<file path="src/rtl/mul_issue_ctrl_if.sv">
// Handshake bundle for mul_issue_ctrl: operand stream in, result stream out, multiplier drive.
// slave is the controller's view; master is the environment's view.
interface mul_issue_ctrl_if;
    logic        in_valid;
    logic        in_ready;
    logic [7:0]  in_a;
    logic [7:0]  in_b;
    logic        out_valid;
    logic        out_ready;
    logic [15:0] out_result;
    logic        mul_start;
    logic [7:0]  mul_a;
    logic [7:0]  mul_b;
    logic        mul_busy;
    logic        mul_done;
    logic [15:0] mul_result;
    logic        err;

    modport slave (
        input  in_valid, in_a, in_b, out_ready, mul_busy, mul_done, mul_result,
        output in_ready, out_valid, out_result, mul_start, mul_a, mul_b, err
    );

    modport master (
        output in_valid, in_a, in_b, out_ready, mul_busy, mul_done, mul_result,
        input  in_ready, out_valid, out_result, mul_start, mul_a, mul_b, err
    );
endinterface

</file>
<file path="src/rtl/mul_issue_ctrl.sv">
// Issue controller for an external 8x8 signed multiplier: buffers operand pairs in a FIFO,
// issues one operation at a time, captures the product and flags a sticky timeout.
module mul_issue_ctrl #(
    parameter int unsigned DEPTH   = 4,
    parameter int unsigned TIMEOUT = 63
) (
    input logic             clk,
    input logic             rst_n,
    mul_issue_ctrl_if.slave bus
);
    localparam int unsigned PtrW = $clog2(DEPTH);
    localparam int unsigned CntW = $clog2(DEPTH + 1);

    typedef enum logic [1:0] {StIdle, StIssue, StWait, StCapture} state_e;

    state_e          state_q, state_d;
    logic [15:0]     mem_q [DEPTH];
    logic [PtrW-1:0] wr_ptr_q, rd_ptr_q;
    logic [CntW-1:0] count_q;
    logic [7:0]      wait_cnt_q, wait_cnt_d;
    logic [7:0]      mul_a_q, mul_b_q;
    logic [15:0]     out_result_q;
    logic            out_valid_q;
    logic            err_q;

    logic push, pop, full, empty;
    logic load_ops, capture, timeout;

    assign full  = (count_q == CntW'(DEPTH));
    assign empty = (count_q == '0);
    assign push  = bus.in_valid && !full;

    assign bus.in_ready   = !full;
    assign bus.mul_start  = (state_q == StIssue);
    assign bus.mul_a      = mul_a_q;
    assign bus.mul_b      = mul_b_q;
    assign bus.out_valid  = out_valid_q;
    assign bus.out_result = out_result_q;
    assign bus.err        = err_q;

    always_comb begin
        state_d    = state_q;
        wait_cnt_d = wait_cnt_q;
        load_ops   = 1'b0;
        pop        = 1'b0;
        capture    = 1'b0;
        timeout    = 1'b0;
        unique case (state_q)
            StIdle: begin
                // A lingering done or unread result from an earlier op must not overlap a new issue.
                if (!empty && !bus.mul_busy && !bus.mul_done && !out_valid_q) begin
                    load_ops = 1'b1;
                    state_d  = StIssue;
                end
            end
            StIssue: begin
                pop        = 1'b1;
                wait_cnt_d = '0;
                state_d    = StWait;
            end
            StWait: begin
                if (bus.mul_done) begin
                    state_d = StCapture;
                end else if (wait_cnt_q == 8'(TIMEOUT - 1)) begin
                    timeout    = 1'b1;
                    wait_cnt_d = 8'(TIMEOUT);
                    state_d    = StIdle;
                end else begin
                    wait_cnt_d = wait_cnt_q + 8'd1;
                end
            end
            StCapture: begin
                capture = 1'b1;
                state_d = StIdle;
            end
            default: state_d = StIdle;
        endcase
    end

    // Storage is not reset; the pointers and count define what is valid.
    always_ff @(posedge clk) begin
        if (push) begin
            mem_q[wr_ptr_q] <= {bus.in_a, bus.in_b};
        end
    end

    always_ff @(posedge clk or negedge rst_n) begin
        if (!rst_n) begin
            state_q      <= StIdle;
            wr_ptr_q     <= '0;
            rd_ptr_q     <= '0;
            count_q      <= '0;
            wait_cnt_q   <= '0;
            mul_a_q      <= '0;
            mul_b_q      <= '0;
            out_valid_q  <= 1'b0;
            out_result_q <= '0;
            err_q        <= 1'b0;
        end else begin
            state_q    <= state_d;
            wait_cnt_q <= wait_cnt_d;
            if (push) begin
                wr_ptr_q <= wr_ptr_q + PtrW'(1);
            end
            if (pop) begin
                rd_ptr_q <= rd_ptr_q + PtrW'(1);
            end
            if (push && !pop) begin
                count_q <= count_q + CntW'(1);
            end else if (!push && pop) begin
                count_q <= count_q - CntW'(1);
            end
            if (load_ops) begin
                {mul_a_q, mul_b_q} <= mem_q[rd_ptr_q];
            end
            if (capture) begin
                out_valid_q  <= 1'b1;
                out_result_q <= bus.mul_result;
            end else if (out_valid_q && bus.out_ready) begin
                out_valid_q <= 1'b0;
            end
            if (timeout) begin
                err_q <= 1'b1;
            end
        end
    end
endmodule

</file>
<file path="src/flat_wrapper.sv">
// flat-port wrapper written by rule: the top's interface ports become plain ports
module mul_issue_ctrl_flat 
#(
    parameter int unsigned DEPTH   = 4,
    parameter int unsigned TIMEOUT = 63
)
  (clk, rst_n, bus_in_valid, bus_in_a, bus_in_b, bus_out_ready, bus_mul_busy, bus_mul_done, bus_mul_result, bus_in_ready, bus_out_valid, bus_out_result, bus_mul_start, bus_mul_a, bus_mul_b, bus_err);
  mul_issue_ctrl_if bus_i ();
  input logic clk;
  input logic rst_n;
  input wire logic [$bits(bus_i.in_valid)-1:0] bus_in_valid;
  input wire logic [$bits(bus_i.in_a)-1:0] bus_in_a;
  input wire logic [$bits(bus_i.in_b)-1:0] bus_in_b;
  input wire logic [$bits(bus_i.out_ready)-1:0] bus_out_ready;
  input wire logic [$bits(bus_i.mul_busy)-1:0] bus_mul_busy;
  input wire logic [$bits(bus_i.mul_done)-1:0] bus_mul_done;
  input wire logic [$bits(bus_i.mul_result)-1:0] bus_mul_result;
  output wire logic [$bits(bus_i.in_ready)-1:0] bus_in_ready;
  output wire logic [$bits(bus_i.out_valid)-1:0] bus_out_valid;
  output wire logic [$bits(bus_i.out_result)-1:0] bus_out_result;
  output wire logic [$bits(bus_i.mul_start)-1:0] bus_mul_start;
  output wire logic [$bits(bus_i.mul_a)-1:0] bus_mul_a;
  output wire logic [$bits(bus_i.mul_b)-1:0] bus_mul_b;
  output wire logic [$bits(bus_i.err)-1:0] bus_err;
  assign bus_i.in_valid = bus_in_valid;
  assign bus_i.in_a = bus_in_a;
  assign bus_i.in_b = bus_in_b;
  assign bus_i.out_ready = bus_out_ready;
  assign bus_i.mul_busy = bus_mul_busy;
  assign bus_i.mul_done = bus_mul_done;
  assign bus_i.mul_result = bus_mul_result;
  assign bus_in_ready = bus_i.in_ready;
  assign bus_out_valid = bus_i.out_valid;
  assign bus_out_result = bus_i.out_result;
  assign bus_mul_start = bus_i.mul_start;
  assign bus_mul_a = bus_i.mul_a;
  assign bus_mul_b = bus_i.mul_b;
  assign bus_err = bus_i.err;
  mul_issue_ctrl #(.DEPTH(DEPTH), .TIMEOUT(TIMEOUT)) u_core (.clk(clk), .rst_n(rst_n), .bus(bus_i));
endmodule
</file>
<file path="config.mk">
export PLATFORM = sky130hd
export DESIGN_NAME = mul_issue_ctrl_flat
export DESIGN_NICKNAME = d
export VERILOG_FILES = /design/src/rtl/mul_issue_ctrl_if.sv /design/src/rtl/mul_issue_ctrl.sv /design/src/flat_wrapper.sv
export SDC_FILE = /design/constraint.sdc
export NUM_CORES = 1
export LEC_CHECK = 0
export CAP_MARGIN = 20
export CORE_MARGIN = 5
export CORE_UTILIZATION = 50
export CTS_BUF_LIST = sky130_fd_sc_hd__clkbuf_2
export DETAILED_ROUTE_END_ITERATION = 10
export GPL_ROUTABILITY_DRIVEN = 1
export HOLD_SLACK_MARGIN = 0.12
export PLACE_DENSITY = 0.78
export RECOVER_POWER = 25
export SYNTH_ARGS = -nofsm -noshare
export SYNTH_HDL_FRONTEND = slang
export SYNTH_SLANG_ARGS = --single-unit
</file>
<file path="constraint.sdc">
create_clock -name clk -period 2 [get_ports clk]
set_input_delay 0.3 -clock clk [delete_from_list [all_inputs] [get_ports clk]]
set_output_delay 0.3 -clock clk [all_outputs]
set_load 0.05 [all_outputs]
</file>
==> impl_results.md <==
- Global Route Usage Sum: 16.2%
- Worst rel slew slack: 22.4%
- Clock period minus worst slack: 1.97 ns
- Number of global-route vias before repair: 2694
- Row count: 34
- Antenna Cells: 0
- Mean Syn Cell Area: 18.2 um2
- Flops & latches, synth: 115
- Final nets: 411
- Final std cells w/o fill: 486
- Sequential fraction of the synthesis area: 70.7%
- Power Dens Cells: 1590 nW/um2
- Worst-Margin Slew: 1.16 ns
- Leakage: 2.34 nW
- Critical path cell sequence: buf_6 > nand2b_4 > buf_8 > clkinvlp_4 > buf_12
- Max-cap violations: 0
- Dpl cell area: 5540 um2
- Worst hold path type: in -> reg
- Maximum root-to-sink buffer count: 2
- Finished Cell Area: 5890 um2
- Slowest CP cell: dfrtp_1
- Final Skew: 0.0295 ns
- Die area: 11000 um2
- CTS H-Tree Depth: 4
- Port Buffers: 73
- Antenna-violating nets left: 0
- Fmax: 507 MHz
- Syn-to-layout area delta: 30.3%
- Largest net degree at the start of global routing: 52
- Routability cong.: 0.809
- Pre-Repair DR Iteration Count: 4
- Die Wd: 105 um
- Initial Util: 51.6%
- Vias per cell: 5.30
- Worst path arrival time: 1.67 ns
- Netlist Area Pre-Place: 4520 um2
- Total gr overflow: 0
- TritonCTS clock tree: built
- Slew Limit Fails: 0
- Fillers: 626
- TritonCTS Buffers: 17
- Setup WS post-layout: 0.0293 ns
- Status: finished, final reports clean
- EDFF count, synth: 64
- FF+latch area: 3200 um2
- Via count: 2576
- DRC viols: 0
- WP data required: 1.70 ns
- Core Util, Final: 67.2%
- Main synth FF type: edfxtp_1
- Yosys warning total: 0
- Footprint of the multi-input gates: 1270 um2
- CP max stage delay: 0.43 ns
- Ys async rst share: 44.3%
- Antenna violations before repair: 0
- DP Worst Slack: -0.140 ns
- Layout cells sized above 1: 32.8%
- Avg WL per Cell: 17.4 um
- # setup viols final: 0
- Clock sinks: 115
- First-iteration detailed-routing DRC count: 164
- I/O pins: 74
- Period utilization: 98.5%
- CTS clk-pin slew, worst paths: 0.17 ns
- Max FO, Critical Path: 6
- Root Driver: clkbuf_2
- Crit. End Element: primary output
- Clock latency on the worst-skew pair: 0.61 ns
- Drt total wl: 8.48 mm
- Cells after DPL: 442
- First-pass GRT wire length: 13.9 mm
- RSZ-0062 raised after global routing: true
- Peak VDD IR: 0.818 mV
- Worst setup SP type: register
- Post-synth net total: 294
- Final Hold Violating Endpoints: 0
- Critical path class: reg -> out
- Die H: 105 um
- Detail Placement HPWL: 5.56 mm
- Synth Instances: 248
- Hold slack final: 0.244 ns
- Core ar.: 8760 um2
- Netlist cell types: 38
[worst max-delay path, delay by kind of cell (launching register included)]
family / cells / cell delay [ns]
buffers and inverters: 4 / 0.52
flip-flops: 1 / 0.43
AND/OR/NAND/NOR: 1 / 0.14
[repair_timing]
action | CTS | global route
hold buffers | 2 | 0
gates resized for setup | 37 | 6
pin swaps | 0 | 1
setup endpoints to repair | 35 | 4
hold endpoints to repair | 51 | 0
buffers inserted | 0 | 10
[flip-flops by register name (all words and copies together), names as in the netlist]
register	flops
u_core.bus.err	1
u_core.bus.mul_a	8
u_core.bus.mul_b	8
u_core.bus.out_result	16
u_core.bus.out_valid	1
u_core.count_q	3
u_core.mem_q	64
u_core.rd_ptr_q	2
u_core.state_q	2
u_core.wait_cnt_q	8
u_core.wr_ptr_q	2
[path summary, 6_finish.rpt]
path | from | end | slack, ns | cells past startpoint
min reg2reg | u_core.bus.err | u_core.bus.err | 0.51 | 1
max reg2reg | u_core.state_q[0] | u_core.bus.mul_b[5] | 0.11 | 4
min in group asynchronous | rst_n | u_core.bus.mul_b[6] | 1.06 | 4
max in group asynchronous | rst_n | u_core.count_q[0] | 0.12 | 4
max | u_core.state_q[1] | bus_mul_start | 0.03 | 5
min | bus_out_ready | u_core.bus.out_valid | 0.24 | 2
[cell type report]
class / count / area share (%)
sequential: 115 / 54.3
timing repair buffer: 106 / 16.4
inverter: 7 / 0.510
clock buffer: 17 / 1.44
tap: 108 / 2.29
clock inverter: 15 / 3.48
multi-input combinational: 118 / 21.5
[report_power, final]
part           internal [mW]  switching [mW]
Sequential              3.26           0.365
Combinational           1.63            2.38
Clock                  0.837           0.902
[placed cells by master (no fill, tap or decap), types with 3 or more instances in the layout]
master	Yosys	routed
and2_1	5	5
buf_4	0	28
bufinv_16	0	4
clkbuf_2	0	17
clkdlybuf4s50_1	0	20
clkinv_4	0	4
dfrtp_1	51	49
dlygate4sd2_1	0	32
dlygate4sd3_1	0	18
edfxtp_1	64	64
ha_1	7	6
inv_1	7	6
mux2_2	34	34
mux4_2	16	16
nand2_1	5	5
nand3_1	6	6
nor2_1	3	3
nor3_1	3	3
o21ai_0	3	3
xnor2_1	4	4
[per-stage QoR]
stage,TNS [ns],power [mW]
floorplan,0,6.36
global placement,-1.65,7.70
detailed placement,-2.15,7.81
CTS,-0.107,9.35
global route,-0.218,9.90
finish,0,9.37
[cells by family (layout without fill, tap and decap cells)]
| logic type | Yosys count | after routing | share of synthesized area [%] |
|---|---|---|---|
| flops | 115 | 115 | 70.7 |
| mux | 50 | 50 | 16.4 |
| simple gates | 36 | 36 | 5.01 |
| compound gates | 18 | 18 | 2.85 |
| buf+inv | 15 | 145 | 1.47 |
| fa+ha+maj | 8 | 8 | 2.38 |
| xor+xnor | 6 | 6 | 1.16 |
[cell usage after synthesis (2+ instances only)]
cell,number,area (um2)
a21oi_1,2,10.0
xor2_1,2,17.5
o21bai_1,2,15.0
ha_1,7,87.6
nand4_1,2,12.5
inv_1,7,26.3
and3_1,2,12.5
edfxtp_1,64,1920
dfrtp_1,51,1280
nor3_1,3,15.0
mux2_2,34,383
clkbuf_1,5,18.8
mux4_2,16,360
buf_2,2,10.0
a41oi_1,2,17.5
nor2_1,3,11.3
nand3_1,6,30.0
xnor2_1,4,35.0
nand2b_1,3,18.8
o211ai_1,2,15.0
and2_1,5,31.3
o21ai_0,3,15.0
nand2_1,5,18.8
a211oi_1,2,15.0
[per-layer routing]
metal / part of all wire, % / vias to the layer above / track usage, %
met5: 0 / - / 0
met4: 0.54 / 0 / 5.48
met3: 5.3 / 4 / 5.49
met2: 53 / 73 / 26.0
met1: 41 / 1294 / 20.7
li1: - / 1205 / -
Power figures use the tool's default switching activity.
==> RTL edit 1: new RTL, same flow settings <==
`DEPTH` is set to 4 in 2 places; all go to 2.
--- a/src/rtl/mul_issue_ctrl.sv
+++ b/src/rtl/mul_issue_ctrl.sv
@@ -2,5 +2,5 @@
 // issues one operation at a time, captures the product and flags a sticky timeout.
 module mul_issue_ctrl #(
-    parameter int unsigned DEPTH   = 4,
+    parameter int unsigned DEPTH   = 2,
     parameter int unsigned TIMEOUT = 63
 ) (
--- a/src/flat_wrapper.sv
+++ b/src/flat_wrapper.sv
@@ -2,5 +2,5 @@
 module mul_issue_ctrl_flat 
 #(
-    parameter int unsigned DEPTH   = 4,
+    parameter int unsigned DEPTH   = 2,
     parameter int unsigned TIMEOUT = 63
 )
Formal check against the unedited RTL: not equivalent (Yosys sat finds a counterexample within 4 cycles, from zero or initial values and one cycle with rst_n low).
==> RTL edit 1 against the original RTL <==
Routed wire length shrank 32%; utilization grew 1.5 points; cell count shrank 21%; area after synthesis shrank 31%; setup slack gained 120 ps; design area shrank 30%; power shrank 27%; sequential power shrank 28%; sequential cell count shrank 35; first-iteration DRC count shrank 60%; non-clock buffer count shrank 22; register-to-register slack gained 180 ps; critical path type unchanged; largest cell class unchanged.
==> RTL edit 1: results (changes against the original RTL) <==
[status]
status=finished clean

[routing]
top_layer_used=met4
via_per_inst=5.12  ; -3.5%
wl_met3_um=312  ; -31%
wl_per_cell_um=15.1  ; -13%
wl_met1_um=2270  ; -34%
dr_wl_met2_um=3100  ; -31%
dr.first_iter.drc_count=65  ; -60%

[power_and_ir_drop]
leakage_nw=1.75  ; -25%
ir_drop_v=0.000947  ; +16%

[synthesis]
async_flop_share_pct=60.0  ; +16 points
synth_top_flop_cell=dfrtp_1
synth_edf_count=32  ; -50%
ys_types=31  ; -18%
synth.net_count=256  ; -13%
synthTopCellsByCount=dfrtp_1 (48), edfxtp_1 (32), nor2_1 (23)
synth_area_leaders=dfrtp_1 (39%), edfxtp_1 (31%), mux2_2 (5.8%)
ys_seq_area_share_pct=69.7  ; -1.0 points

[placed_design]
dp_hpwl_um=4190  ; -25%
io_buffers=73  ; unchanged
placed_cell_area_um2=3970  ; -28%
globalplace.congestion=0.809  ; about the same

[critical_path]
r2r_slack_ps=290  ; +180 ps
r2r-end=u_core.wait_cnt_q[7]
r2r_start=u_core.wait_cnt_q[0]
reg2regPathDepth=6  ; +2
cp_max_fo=5  ; -1

[clock_tree]
cts.reportedPaths.clkPinSlew_ps=220  ; +50 ps
insertion_delay_ps=510  ; -100 ps
cts_inserted_buffers=9  ; -8
h-tree-depth=3  ; -1

[final_layout]
largest_reg_flops=32  ; -50%
antenna_cells=0  ; unchanged
nNetsFinal=344  ; -16%
fillCellCount=429  ; -31%
drive_gt1_share_pct=16.2  ; -17 points

[sta]
worst_pin_slew_ps=870  ; -295 ps
worst_clock_skew_ps=22.4  ; -7.12 ps
worst_hold_slack_ps=319  ; +75.4 ps

[min_path]
whs_path_depth=2  ; unchanged
hold_end=u_core.bus.out_valid

[global_routing]
grt_first_pass_wirelength_um=9540  ; -31%
grt_max_degree=34  ; -35%
first_global_vias=2026  ; -25%
grt.total_usage_pct=16.2  ; +0.071 points

RTL edit 1: changes by cell type in the layout (fill, tap and decap cells not counted), sizes merged, moves of 3 or more:
cell | before | now
a21oi | 2 | 16
and2 | 5 | 1
buf | 34 | 11
clkbuf | 17 | 11
clkinv | 7 | 1
dfrtp | 51 | 48
edfxtp | 64 | 32
ha | 7 | 3
inv | 9 | 5
mux2 | 34 | 16
mux2i | 0 | 17
mux4 | 16 | 0
nor2 | 3 | 23
o21ai | 3 | 6
RTL edit 1: worst max-delay path by stage:
stage	slack, ps	start	cells past startpoint	to
after floorplan	90	u_core.count_q[0]	3	u_core.mem_q[0][0]
after detailed placement	70	bus_mul_done	6	u_core.bus.mul_a[6]
final	150	u_core.state_q[1]	3	bus_mul_start
after global routing	7	u_core.state_q[1]	3	bus_mul_start
after global placement	130	bus_mul_done	6	u_core.bus.mul_b[5]
after CTS	30	u_core.state_q[1]	3	bus_mul_start
RTL edit 1: area by class of cell:
class	count	area [µm²]	area share [%]
Sequential cell	80	2160	52.5
Multi-Input combinational cell	124	892	21.7
Timing Repair Buffer	84	788	19.2
Clock inverter	7	119	2.89
Tap cell	75	93.8	2.28
Clock buffer	9	45.0	1.09
Inverter	4	15.0	0.365
RTL edit 1: power by group:
group          switching (mW)  total [mW]  internal (mW)
combinational            2.05        3.07           1.03
clock                   0.560        1.10          0.540
sequential              0.322        2.62           2.30
total                    2.93        6.80           3.87
RTL edit 1: metrics by stage:
stage | power (mW) | setup slack, ps | cells | util [%]
2_1_floorplan | 4.84 | 87.2 | 215 | -
3_3_place_gp | 5.93 | 128 | 365 | 66.3
3_5_place_dp | 6.00 | 73.0 | 365 | 66.3
4_1_cts | 6.85 | 32.8 | 382 | 68.5
5_1_grt | 7.17 | 7.16 | 383 | 68.7
6_report | 6.80 | 145 | 383 | 68.7
RTL edit 1: cells by family (layout without fill, tap and decap cells):
logic type / after synthesis / after routing / share of synthesized area (%)
fa+ha+maj: 3 / 3 / 1.21
compound gates: 28 / 28 / 5.08
xor+xnor: 6 / 6 / 1.69
buf+inv: 11 / 104 / 1.69
flops: 80 / 80 / 69.7
mux: 33 / 33 / 11.3
simple gates: 54 / 54 / 9.32
RTL edit 1: layer usage:
metal	track usage, %	vias to the layer above
met2	28.1	44
met4	7.55	0
met1	18.5	949
met5	0	-
li1	-	954
met3	4.56	13
RTL edit 1: worst max-delay path, cell delays in order (launching register included):
cell and delay, ps:
dfrtp_1 470, nand2b_2 250, inv_1 150, buf_6 170
RTL edit 1: repair_timing:
action | CTS | global route
endpoints found under the setup margin | 34 | 1
hold endpoints to repair | 48 | 0
setup buffers | 0 | 1
resized for setup | 34 | 2
hold buffers | 1 | 0
==> RTL edit 2: new RTL, same flow settings <==
Without the edit above. Encoding of `state_e`: now one-hot (4 bits for 4 states).
--- a/src/rtl/mul_issue_ctrl.sv
+++ b/src/rtl/mul_issue_ctrl.sv
@@ -12,5 +12,5 @@
     localparam int unsigned CntW = $clog2(DEPTH + 1);
 
-    typedef enum logic [1:0] {StIdle, StIssue, StWait, StCapture} state_e;
+    typedef enum logic [3:0] {StIdle = 4'b0001, StIssue = 4'b0010, StWait = 4'b0100, StCapture = 4'b1000} state_e;
 
     state_e          state_q, state_d;
Formal check against the unedited RTL: same outputs for any inputs over 10 cycles, from zero or initial values and one cycle with rst_n low; not proved beyond that.
==> RTL edit 2 against the original RTL <==
Design area grew 2.7%; non-clock buffer count is 4 lower; sequential cell count increased by 2; area after synthesis rose by 3.4%; routed wire length rose by 6.0%; largest cell class unchanged; setup slack gained 4.6 ps; power is 13% lower; cell count rose by 1.9%; clock skew up 8.8 ps.
==> RTL edit 2: results (changes against the original RTL) <==
[status]
status=finished clean

[critical_path]
r2r-end=u_core.count_q[2]
arrival_ps=1670  ; about the same
setup.worst_path.start=u_core.state_q[0]
cp_max_fo=2  ; -4
crit_end=bus_mul_start
reg2regPathDepth=8  ; +4
r2r_slack_ps=70  ; -40 ps

[synthesis]
ys_warn_count=0  ; unchanged
synth_edf_count=64  ; unchanged
synthTopCellsByCount=edfxtp_1 (64), dfrtp_1 (52), mux2_2 (25)
synth_area_leaders=edfxtp_1 (41%), dfrtp_1 (28%), mux4_2 (7.7%)
ys_types=47  ; +24%
async_flop_share_pct=45.3  ; +0.95 points
synth.net_count=303  ; +3.1%
ys_seq_area_share_pct=69.5  ; -1.2 points

[min_path]
min_path_type=input pin to flop
whs_path_depth=3  ; +1

[final_layout]
antenna_cells=0  ; unchanged
nNetsFinal=417  ; +1.5%
regMostFlops=u_core.mem_q
fillCellCount=679  ; +8.5%
drive_gt1_share_pct=31.8  ; -1.0 points
largest_reg_flops=64  ; unchanged

[sta]
relSlewSlack_pct=36.0  ; +14 points
worst_clock_skew_ps=38.3  ; +8.80 ps
worst_hold_slack_ps=263  ; +19.5 ps

[clock_tree]
clock-root-buffer=clkbuf_2
cts.reportedPaths.clkPinSlew_ps=140  ; -30 ps
insertion_delay_ps=650  ; +40 ps
cts_inserted_buffers=17  ; unchanged
cts.path.max_buffers=2  ; unchanged
h-tree-depth=4  ; unchanged

[placed_design]
globalplace.congestion=0.747  ; -7.7%
io_buffers=73  ; unchanged
placed_cell_area_um2=5740  ; +3.6%
dp_hpwl_um=5850  ; +5.1%

[routing]
antenna_left=0  ; unchanged
drtPass1Iterations=4  ; unchanged
dr.first_iter.drc_count=101  ; -38%
vias=2685  ; +4.2%
routed_wl_um=8980  ; +6.0%

[global_routing]
first_global_vias=2842  ; +5.5%
grt_first_pass_wirelength_um=14200  ; +2.5%
grt_max_degree=20  ; -62%
grt.total_usage_pct=16.8  ; +0.60 points
antenna_found_initial=0  ; unchanged

[power_and_ir_drop]
leakage_nw=2.57  ; +9.5%
ir_drop_v=0.00100  ; +23%

==> RTL edit 2: changes by cell type after synthesis, moves of 2 or more <==
cell      unedited run  this run
nor2_1               3         7
nand3_1              6         1
o211ai_1             2         0
and3_1               2         5
mux2_2              34        25
o21bai_1             2         0
clkbuf_1             5         1
a21o_1               0         3
mux2_4               0         9
nand2_1              5         7
and2_1               5         1
inv_1                7         9
==> RTL edit 2: critical path, cell delays in order (launching register included) <==
cell and delay [ps]:
dfstp_2 550, nand4b_1 150, buf_4 160, clkinv_4 50, buf_8 140
==> RTL edit 2: area by class of cell <==
| cell class | count | area, µm² | area share (%) |
|---|---|---|---|
| clock inverter | 9 | 154 | 2.54 |
| inverter | 10 | 42.5 | 0.703 |
| clock buffer | 23 | 115 | 1.90 |
| multi-input combinational | 123 | 1370 | 22.6 |
| sequential | 117 | 3250 | 53.7 |
| timing repair buffer | 102 | 983 | 16.3 |
| tap | 111 | 139 | 2.30 |
==> RTL edit 2: kinds of logic after synthesis <==
family                   synth area share (%)
AO/OA/AOI/OAI                            2.62
XOR/XNOR                                 1.12
adder cells (fa/ha/maj)                  2.30
buffers and inverters                    1.85
flip-flops                               69.5
multiplexers                             16.8
AND/OR/NAND/NOR                          5.78
==> RTL edit 2: what timing repair did <==
action                                  in CTS  in global routing
resized for setup                           38                  8
endpoints found under the setup margin      35                  7
pin swaps                                    0                  1
endpoints found under the hold margin       52                  0
hold buffers                                 2                  0
setup buffers                                4                  1
==> RTL edit 2: worst min path at each step <==
stage | start | endpoint
6_report | bus_out_ready | u_core.bus.out_valid
5_1_grt | bus_mul_result[8] | u_core.bus.out_result[8]
4_1_cts | rst_n | u_core.bus.mul_a[5]
3_5_place_dp | rst_n | u_core.bus.err
3_3_place_gp | rst_n | u_core.wait_cnt_q[2]
2_1_floorplan | rst_n | u_core.bus.err
==> RTL edit 2: stage by stage <==
step                      cells  worst slack, ps
after CTS                   494            -30.0
after global routing        495             -109
after global placement      456             33.0
after floorplan             257             20.7
after detailed placement    456             -127
final                       495             33.9
==> RTL edit 2: metal layers <==
layer | GRT usage [%] | vias to the layer above | routed length (µm) | share of wire [%]
met1 | 19.5 | 1373 | 3660 | 41
met2 | 28.1 | 88 | 4640 | 52
met3 | 6.38 | 10 | 584 | 6.5
met5 | 0 | - | 0 | 0
li1 | - | 1214 | - | -
met4 | 6.58 | 0 | 100 | 1.1
==> RTL edit 2: report_power, final <==
group | switching [mW] | leakage, nW | total (mW) | internal (mW)
Combinational | 1.71 | 1.14 | 3.03 | 1.31
Sequential | 0.298 | 1.27 | 3.47 | 3.17
Clock | 0.836 | 0.154 | 1.68 | 0.848
Total | 2.85 | 2.57 | 8.18 | 5.33
